<file path="src/rtl/alu_pkg.sv">
// Shared ALU types: data width, multiply/divide opcodes and iterative-unit FSM states.
// Latency: n/a (types and constants only).
// Backpressure: n/a.
package alu_pkg;

    localparam int DATA_W = 32;

    typedef enum logic [1:0] {
        MULLO = 2'd0,
        MULHI = 2'd1,
        DIVU  = 2'd2,
        REMU  = 2'd3
    } mul_div_op_e;

    typedef enum logic [1:0] {
        IDLE = 2'd0,
        RUN  = 2'd1,
        DONE = 2'd2
    } mul_div_state_e;

endpackage

</file>
<file path="src/rtl/restoring_div_step.sv">
// One restoring-division step: shift in the next dividend bit, trial-subtract the divisor.
// Latency: purely combinational.
// Backpressure: none; evaluated every cycle by the owning sequencer.
module restoring_div_step #(
    parameter int WIDTH = 32
) (
    input  logic [WIDTH:0]   rem_i,
    input  logic             bit_i,
    input  logic [WIDTH-1:0] div_i,
    output logic [WIDTH:0]   rem_o,
    output logic             q_o
);

    localparam int RW = WIDTH + 1;

    // One extra bit so the shifted remainder never wraps before the compare.
    logic [WIDTH+1:0] rem_sh;
    logic [WIDTH+1:0] div_ext;

    assign rem_sh  = {rem_i, bit_i};
    assign div_ext = {2'b00, div_i};

    // Quotient bit is 1 when the divisor fits; otherwise the shifted value is restored.
    always_comb begin
        q_o   = (rem_sh >= div_ext);
        rem_o = q_o ? RW'(rem_sh - div_ext) : RW'(rem_sh);
    end

endmodule

</file>
<file path="src/rtl/seq_mul_div.sv">
// Iterative 32-bit unsigned MULLO/MULHI/DIVU/REMU, one bit per cycle; divide present only with SEQ_MUL_DIV_DIV_EN.
// Latency: WIDTH+1 edges from acceptance to downstream capture; 2 edges for divide-by-zero or divide-disabled ops.
// Backpressure: start_ready low from acceptance through the DONE cycle; requests while busy are ignored, never queued.
module seq_mul_div
    import alu_pkg::*;
#(
    parameter int WIDTH = DATA_W
) (
    input  logic             clk,
    input  logic             rst_n,
    input  logic             start_valid,
    output logic             start_ready,
    input  logic [1:0]       op,
    input  logic [WIDTH-1:0] a,
    input  logic [WIDTH-1:0] b,
    output logic [WIDTH-1:0] result,
    output logic             result_we,
    output logic             busy,
    output logic             div_by_zero
);

    localparam int CNT_W = $clog2(WIDTH) + 1;

    mul_div_state_e     state_q;
    mul_div_op_e        op_q;
    logic [CNT_W-1:0]   cnt_q;
    logic [WIDTH-1:0]   a_q;
    logic [2*WIDTH-1:0] prod_q;
    logic [2*WIDTH-1:0] prod_d;
    logic [WIDTH:0]     mul_acc;
    // Accepted an op that skips RUN; it completes on the following edge.
    logic               short_q;
    logic               start_ready_q;
    logic               busy_q;
    logic [WIDTH-1:0]   result_q;
    logic               result_we_q;
    logic               dbz_q;

    logic               start_short;
    logic [WIDTH-1:0]   short_res;
    logic               short_dbz;
    logic [WIDTH-1:0]   div_res;
    logic [WIDTH-1:0]   run_res;

    // Shift-add step: low half holds the unconsumed multiplier bits, high half the running sum.
    always_comb begin
        mul_acc = {1'b0, prod_q[2*WIDTH-1:WIDTH]} + (prod_q[0] ? {1'b0, a_q} : '0);
        prod_d  = {mul_acc, prod_q[WIDTH-1:1]};
    end

`ifdef SEQ_MUL_DIV_DIV_EN
    logic [WIDTH-1:0] b_q;
    logic [WIDTH-1:0] quo_q;
    logic [WIDTH-1:0] quo_d;
    logic [WIDTH:0]   rem_q;
    logic [WIDTH:0]   rem_d;
    logic             q_bit;

    // quo_q starts as the dividend; its MSB feeds each step and quotient bits shift in at the bottom.
    restoring_div_step #(.WIDTH(WIDTH)) u_div_step (
        .rem_i (rem_q),
        .bit_i (quo_q[WIDTH-1]),
        .div_i (b_q),
        .rem_o (rem_d),
        .q_o   (q_bit)
    );

    assign quo_d       = {quo_q[WIDTH-2:0], q_bit};
    assign div_res     = (op_q == REMU) ? rem_d[WIDTH-1:0] : quo_d;
    assign start_short = op[1] & (b == '0);
    assign short_res   = (op_q == REMU) ? a_q : '1;
    assign short_dbz   = 1'b1;
`else
    assign div_res     = '0;
    assign start_short = op[1];
    assign short_res   = '0;
    assign short_dbz   = 1'b0;
`endif

    // Result selected from the post-step values so it lands on the same edge RUN ends.
    always_comb begin
        run_res = (op_q == MULHI) ? prod_d[2*WIDTH-1:WIDTH] : prod_d[WIDTH-1:0];
        if (op_q[1]) begin
            run_res = div_res;
        end
    end

    // Control FSM with all outputs registered; reset discards any in-flight op silently.
    always_ff @(posedge clk) begin
        if (!rst_n) begin
            state_q       <= IDLE;
            op_q          <= MULLO;
            cnt_q         <= '0;
            a_q           <= '0;
            prod_q        <= '0;
            short_q       <= 1'b0;
            start_ready_q <= 1'b0;
            busy_q        <= 1'b0;
            result_q      <= '0;
            result_we_q   <= 1'b0;
            dbz_q         <= 1'b0;
`ifdef SEQ_MUL_DIV_DIV_EN
            b_q           <= '0;
            quo_q         <= '0;
            rem_q         <= '0;
`endif
        end else begin
            result_we_q <= 1'b0;
            dbz_q       <= 1'b0;
            case (state_q)
                IDLE: begin
                    if (short_q) begin
                        short_q     <= 1'b0;
                        state_q     <= DONE;
                        result_q    <= short_res;
                        result_we_q <= 1'b1;
                        dbz_q       <= short_dbz;
                    end else if (start_valid && start_ready_q) begin
                        op_q          <= mul_div_op_e'(op);
                        a_q           <= a;
                        prod_q        <= {{WIDTH{1'b0}}, b};
                        cnt_q         <= '0;
                        start_ready_q <= 1'b0;
                        busy_q        <= 1'b1;
`ifdef SEQ_MUL_DIV_DIV_EN
                        b_q           <= b;
                        quo_q         <= a;
                        rem_q         <= '0;
`endif
                        if (start_short) begin
                            short_q <= 1'b1;
                        end else begin
                            state_q <= RUN;
                        end
                    end else begin
                        start_ready_q <= 1'b1;
                        busy_q        <= 1'b0;
                    end
                end
                RUN: begin
                    prod_q <= prod_d;
`ifdef SEQ_MUL_DIV_DIV_EN
                    quo_q  <= quo_d;
                    rem_q  <= rem_d;
`endif
                    cnt_q  <= cnt_q + 1'b1;
                    if (cnt_q == CNT_W'(WIDTH - 1)) begin
                        state_q     <= DONE;
                        result_q    <= run_res;
                        result_we_q <= 1'b1;
                    end
                end
                DONE: begin
                    state_q       <= IDLE;
                    start_ready_q <= 1'b1;
                    busy_q        <= 1'b0;
                end
                default: begin
                    state_q <= IDLE;
                end
            endcase
        end
    end

    assign start_ready = start_ready_q;
    assign busy        = busy_q;
    assign result      = result_q;
    assign result_we   = result_we_q;
    assign div_by_zero = dbz_q;

endmodule

</file>
<file path="config.mk">
export PLATFORM = sky130hd
export DESIGN_NAME = seq_mul_div
export DESIGN_NICKNAME = d
export VERILOG_FILES = /design/src/rtl/alu_pkg.sv /design/src/rtl/restoring_div_step.sv /design/src/rtl/seq_mul_div.sv
export SDC_FILE = /design/constraint.sdc
export NUM_CORES = 1
export LEC_CHECK = 0
export BUFFER_PORTS_ARGS = -buffer_cell sky130_fd_sc_hd__buf_4
export CAP_MARGIN = 20
export CELL_PAD_IN_SITES_DETAIL_PLACEMENT = 0
export CELL_PAD_IN_SITES_GLOBAL_PLACEMENT = 1
export CORE_ASPECT_RATIO = 1.5
export CORE_MARGIN = 4
export CORE_UTILIZATION = 43
export CTS_BUF_LIST = sky130_fd_sc_hd__clkbuf_16
export DETAILED_ROUTE_END_ITERATION = 16
export GPL_ROUTABILITY_DRIVEN = 0
export MAX_ROUTING_LAYER = met4
export PLACE_DENSITY = 0.8
export SLEW_MARGIN = 20
export SYNTH_ARGS = -nofsm -noshare
export SYNTH_HDL_FRONTEND = slang
export SYNTH_HIERARCHICAL = 1
export SYNTH_SLANG_ARGS = --single-unit
</file>
<file path="constraint.sdc">
create_clock -name clk -period 3.6 [get_ports clk]
set_input_delay 0.18 -clock clk [delete_from_list [all_inputs] [get_ports clk]]
set_output_delay 0.18 -clock clk [all_outputs]
set_load 0.03 [all_outputs]
</file>
Word level (Yosys, flattened, before mapping)
Index checks and enable logic that the tools add are counted.

storage, ports and cells
  input bits = 69
  flip-flop bits (word level) = 142

operators by class
  multiplexer cells = 29
  add/sub/neg operators = 2
  bitwise operators = 1
  reduce and logical (&&, ||, !) cells = 9
  equal/unequal tests = 10

operators by type and width
  operator                                                                number
  32-bit two-way mux                                                      5
  64-bit two-way mux                                                      2
  64-bit case mux with 2 select lines                                     1
  32-bit case mux with 2 select lines                                     1
  32-bit by 32-bit adder with 33-bit output                               1
  6-bit two-way mux                                                       2
  6-bit case mux with 2 select lines                                      1
  3-bit AND reduction                                                     4
  1-bit two-way mux                                                       9
  2-bit two-way mux                                                       4
  2-bit inequality test (second input constant)                           4
  6-bit by 1-bit adder with 6-bit output (second input constant)          1
  6-bit by 5-bit equality test with 1-bit output (second input constant)  1
  3-bit inequality test (second input constant)                           2
  1-bit case mux with 2 select lines                                      3
  2-bit by 1-bit equality test with 1-bit output (second input constant)  2
  2-bit case mux with 2 select lines                                      1
  2-bit nonzero test                                                      2
  2-bit equality test (second input constant)                             1
  2-bit zero test                                                         1
  2-bit AND reduction                                                     1
  1-bit logical AND                                                       1
  1-bit NOT                                                               1

Logic depth before layout (Yosys ltp)
  depth after elaboration = 6
  depth in mapped cells = 12
  depth with buffers taken out = 12

Worst setup path before layout
No wires, ideal clock.

  path kind = register -> register
  from = reg prod_q[0]
  to = reg result_q[26] (netlist: result[26])
  required time = 3.469 ns
  stages on the path, launching flop included = 13
  period minus slack after synthesis = 2.713 ns
  library setup time = 0.131 ns
  buffers on the path = 1
  arrival time = 2.582 ns
  slack = 0.887 ns
  cell sequence = dfxtp_1 > clkbuf_1 > nand2_1 > inv_1 > ha_1 > a211oi_1 > o211ai_2 > a31oi_2 > o21a_4 > o31ai_4 > a211o_1 > a221oi_1 > nor3_1

between the ends
  word-level cells in the longest chain between the ends = 6

ends and longest elaborated chain
  element                                    RTL line            RTL
  from (decl)                                seq_mul_div.sv:28   logic [2*WIDTH-1:0] prod_q;
  from (signal assigned)                     seq_mul_div.sv:121  prod_q <= {{WIDTH{1'b0}}, b};
  from (signal assigned)                     seq_mul_div.sv:141  prod_q <= prod_d;
  32-bit two-way mux                         seq_mul_div.sv:47   mul_acc = {1'b0, prod_q[2*WIDTH-1:WIDTH]} + (prod_q[0] ? {1'b0, a_q} : '0);
  32-bit by 32-bit adder with 33-bit output  seq_mul_div.sv:47
  32-bit two-way mux                         seq_mul_div.sv:82   run_res = (op_q == MULHI) ? prod_d[2*WIDTH-1:WIDTH] : prod_d[WIDTH-1:0];
  32-bit two-way mux                         seq_mul_div.sv:83   if (op_q[1]) begin
  32-bit two-way mux                         seq_mul_div.sv:147  if (cnt_q == CNT_W'(WIDTH - 1)) begin
  32-bit case mux with 2 select lines        seq_mul_div.sv:110  case (state_q)
  to (signal assigned)                       seq_mul_div.sv:115  result_q <= short_res;
  to (signal assigned)                       seq_mul_div.sv:149  result_q <= run_res;
  to (decl)                                  seq_mul_div.sv:35   logic [WIDTH-1:0] result_q;

Every way passes these cells. The select of a mux whose other input is x is not followed.
A chain may end at the register's enable or synchronous reset.

Worst setup path after layout
  from = reg prod_q[0]
  to = reg result_q[23] (netlist: result[23])

Same word-level chain as after synthesis.

==> impl_metrics.ini <==
[placed_design]
placed_cells = 1153
placed_area_um2 = 8160
pre_cts_slack_ps = 398
io_buffers = 103
dp_hpwl_um = 15400

[global_routing]
grt_pass1_vias = 6608
grt_max_degree = 71
grt_usage = 0.234
grt_overflow_total = 0
grt_pass1_wl_um = 34200
antenna_found_initial = 0

[power]
intPower_mw = 2.74
p_leak_nw = 3.81
ir_worst_vdd_mv = 0.241
p_comb_frac = 0.097
power_density_nw_per_um2 = 423
power_frac_seq = 0.452
switchingPower_mw = 1.00
power_mw = 3.74
pwr-share-clk = 0.451
swShare = 0.267

[synth]
synth_edf_count = 0
ys.flop_type = dfxtp_1
ys_warn_count = 6
syn_inst = 890
synth_top_area_frac = 0.392
synth-seq-cells = 142
synth_area_per_cell_um2 = 8.15
synth_area_um2 = 7250
yosysSeqAreaShare = 0.392
netlist.top_cell.by_area = dfxtp_1
syn-num-nets = 993
async_flop_share = 0
synth_area_leaders = dfxtp_1, nand2_1, o221ai_1, a21oi_1, ha_1
yosysUniqueCellTypes = 62

[final_layout]
diodes = 0
area_delta_synth_final_pct = 22.1
utilization = 0.540
nFillCells = 1606
nets = 1082
stdcell_area_um2 = 8850
instances_no_fill = 1198
drive_above_1_share = 0.167

[worst_setup_path]
path_max_fanout = 13
cp-end-kind = register
cp-start-kind = register
cp.arrival_ps = 3510
slowest_delay_ps = 540
slowest_stage = dfxtp_1
reg2reg_depth = 12
critical_path_class = reg2reg
required_ps = 3860
r2r_setup_slack_ps = 350
timing.rr.end = result[23]
cp_cell_sequence = and2_1, ha_1, inv_1, fa_1, nor2b_1, o2111a_1, o311ai_2, a211o_1, a41oi_4, a31oi_4, mux2i_1, o211ai_1
rr_startpoint = prod_q[0]

[floorplan]
die_height_um = 167
core_um2 = 16400
dieArea_um2 = 19000
rows = 57
die_w_um = 114
pin_count = 105
start_util = 0.442

[clock_network]
cts.path.max_buffers = 2
post_cts_buffers = 0
cts.sinks = 142
cts-buffers-inserted = 17
clk_pin_slew_ps = 60
cts_resized = 0
clock_latency_ps = 420
cts_tree = built
cts_max_level = 4
cts_root_buf = clkbuf_16

[detailed_routing]
drt-total-wl_um = 21700
wl_met2_um = 11200
wire_per_inst_um = 18.1
met3_length_um = 580
wl_met1_um = 8990
drtIter0Drc = 395
vias = 6680
ant_nets = 0
routed.top_layer = met4
firstDrtPassIters = 5
drc = 0
viasPerCell = 5.58

[timing]
clock_skew_ps = 11.0
relSlewSlack = 0.308
tns_ps = 0
fin_crit_ps = 3250
worst_slack_ps = 354
finalMaxSlewViolations = 0
fmax_mhz = 308
setup_viol = 0
final_hold_viol_count = 0
rsz0062_at_grt = false
tightest_slew_ps = 1040
whs_ps = 9.17
finalCritPeriodShare = 0.902

[hold_path]
worst_hold_startpoint = a[17]
hold_depth = 3
hold_path_class = in2reg
whs_endpoint = a_q[17]

[flow_run]
maxCapViolCount = 0

[outcome]
outcome = finished, final reports clean
-- sequential cells by signal, summed over array words and instances (netlist names) --
name,flops
start_ready,1
prod_q,64
cnt_q,6
result,32
result_we,1
op_q,2
short_q,1
busy,1
a_q,32
state_q,2
-- layout make-up --
type / instances / area, µm² / area share
inverter: 10 / 37.5 / 0.00424
sequential: 142 / 2840 / 0.321
multi-input combinational: 677 / 4140 / 0.467
timing repair buffer: 131 / 1020 / 0.115
tap: 206 / 258 / 0.0291
clock inverter: 15 / 136 / 0.0154
clock buffer: 17 / 425 / 0.0480
-- power groups by stage --
stage / Sequential, mW / Combinational [mW] / Clock (mW)
floorplan: 1.71 / 0.215 / 0
global placement: 1.72 / 0.348 / 0
detailed placement: 1.72 / 0.351 / 0
CTS: 1.69 / 0.364 / 1.71
global route: 1.70 / 0.402 / 1.80
finish: 1.69 / 0.363 / 1.69
-- what timing repair did --
item / in CTS / in global routing
hold buffers: 13 / 0
setup endpoints to repair: 0 / 0
hold endpoints to repair: 13 / 0
-- layer usage --
layer / up-vias / GRT usage
li1: 3360 / -
met1: 3154 / 0.267
met2: 125 / 0.394
met3: 41 / 0.0348
met4: 0 / 0.117
met5: - / -
-- cells in the mapped netlist, types with 3 or more instances --
cell	number
o211ai_1	4
and3_1	6
nor3_1	6
nand4_1	4
a21oi_1	85
a31oi_1	6
inv_1	9
nor2b_1	4
and2_1	36
clkbuf_1	55
o221ai_1	51
nand2_1	148
xnor2_1	20
xor2_1	7
o21ai_1	7
and4_1	3
o21a_1	3
o21ai_0	34
a22oi_1	16
nand2b_1	3
buf_2	3
dfxtp_1	142
nand3_1	10
a22o_1	8
a21o_1	26
o21bai_1	6
a211oi_1	5
nor2_1	109
ha_1	33
-- cell families (layout without fill, tap and decap cells) --
group,after synthesis,count (layout),synth area share
buffers and inverters,71,173,0.0380
and+or+nand+nor,334,334,0.198
muxes,4,4,0.00587
DFF,142,142,0.392
adders and majority gates,34,34,0.0597
AOI/OAI and AO/OA,277,277,0.273
xor gates and xnor gates,27,27,0.0326
other,1,1,0.000517
-- layout by cell type (no fill, tap or decap), types with 7 or more instances in the layout --
cell type / n
xor2_1: 7
o221ai_1: 51
nand2_1: 147
and2_1: 36
a21o_1: 26
xnor2_1: 20
o21ai_0: 34
dlygate4sd3_1: 13
dfxtp_1: 142
a22oi_1: 16
nand3_1: 10
clkbuf_16: 17
ha_1: 33
buf_4: 118
o21ai_1: 7
nor2_1: 108
inv_1: 10
a22o_1: 8
a21oi_1: 85
-- critical path: cells and delay by family, from the launching register on --
kind | cells | cell delay (ps)
flip-flops | 1 | 540
buffers and inverters | 1 | 60
adder cells (fa/ha/maj) | 2 | 570
AND/OR/NAND/NOR | 2 | 360
multiplexers | 1 | 190
AO/OA/AOI/OAI | 6 | 1370
-- worst max-delay path by stage --
stage	startpoint	to	slack, ps
6_report	prod_q[0]	result[23]	350
3_5_place_dp	prod_q[0]	result[23]	400
4_1_cts	prod_q[0]	result[23]	380
5_1_grt	prod_q[0]	result[23]	100
3_3_place_gp	prod_q[0]	result[19]	490
2_1_floorplan	prod_q[0]	result[26]	890
Note: power is estimated with default switching activity, not from simulation.
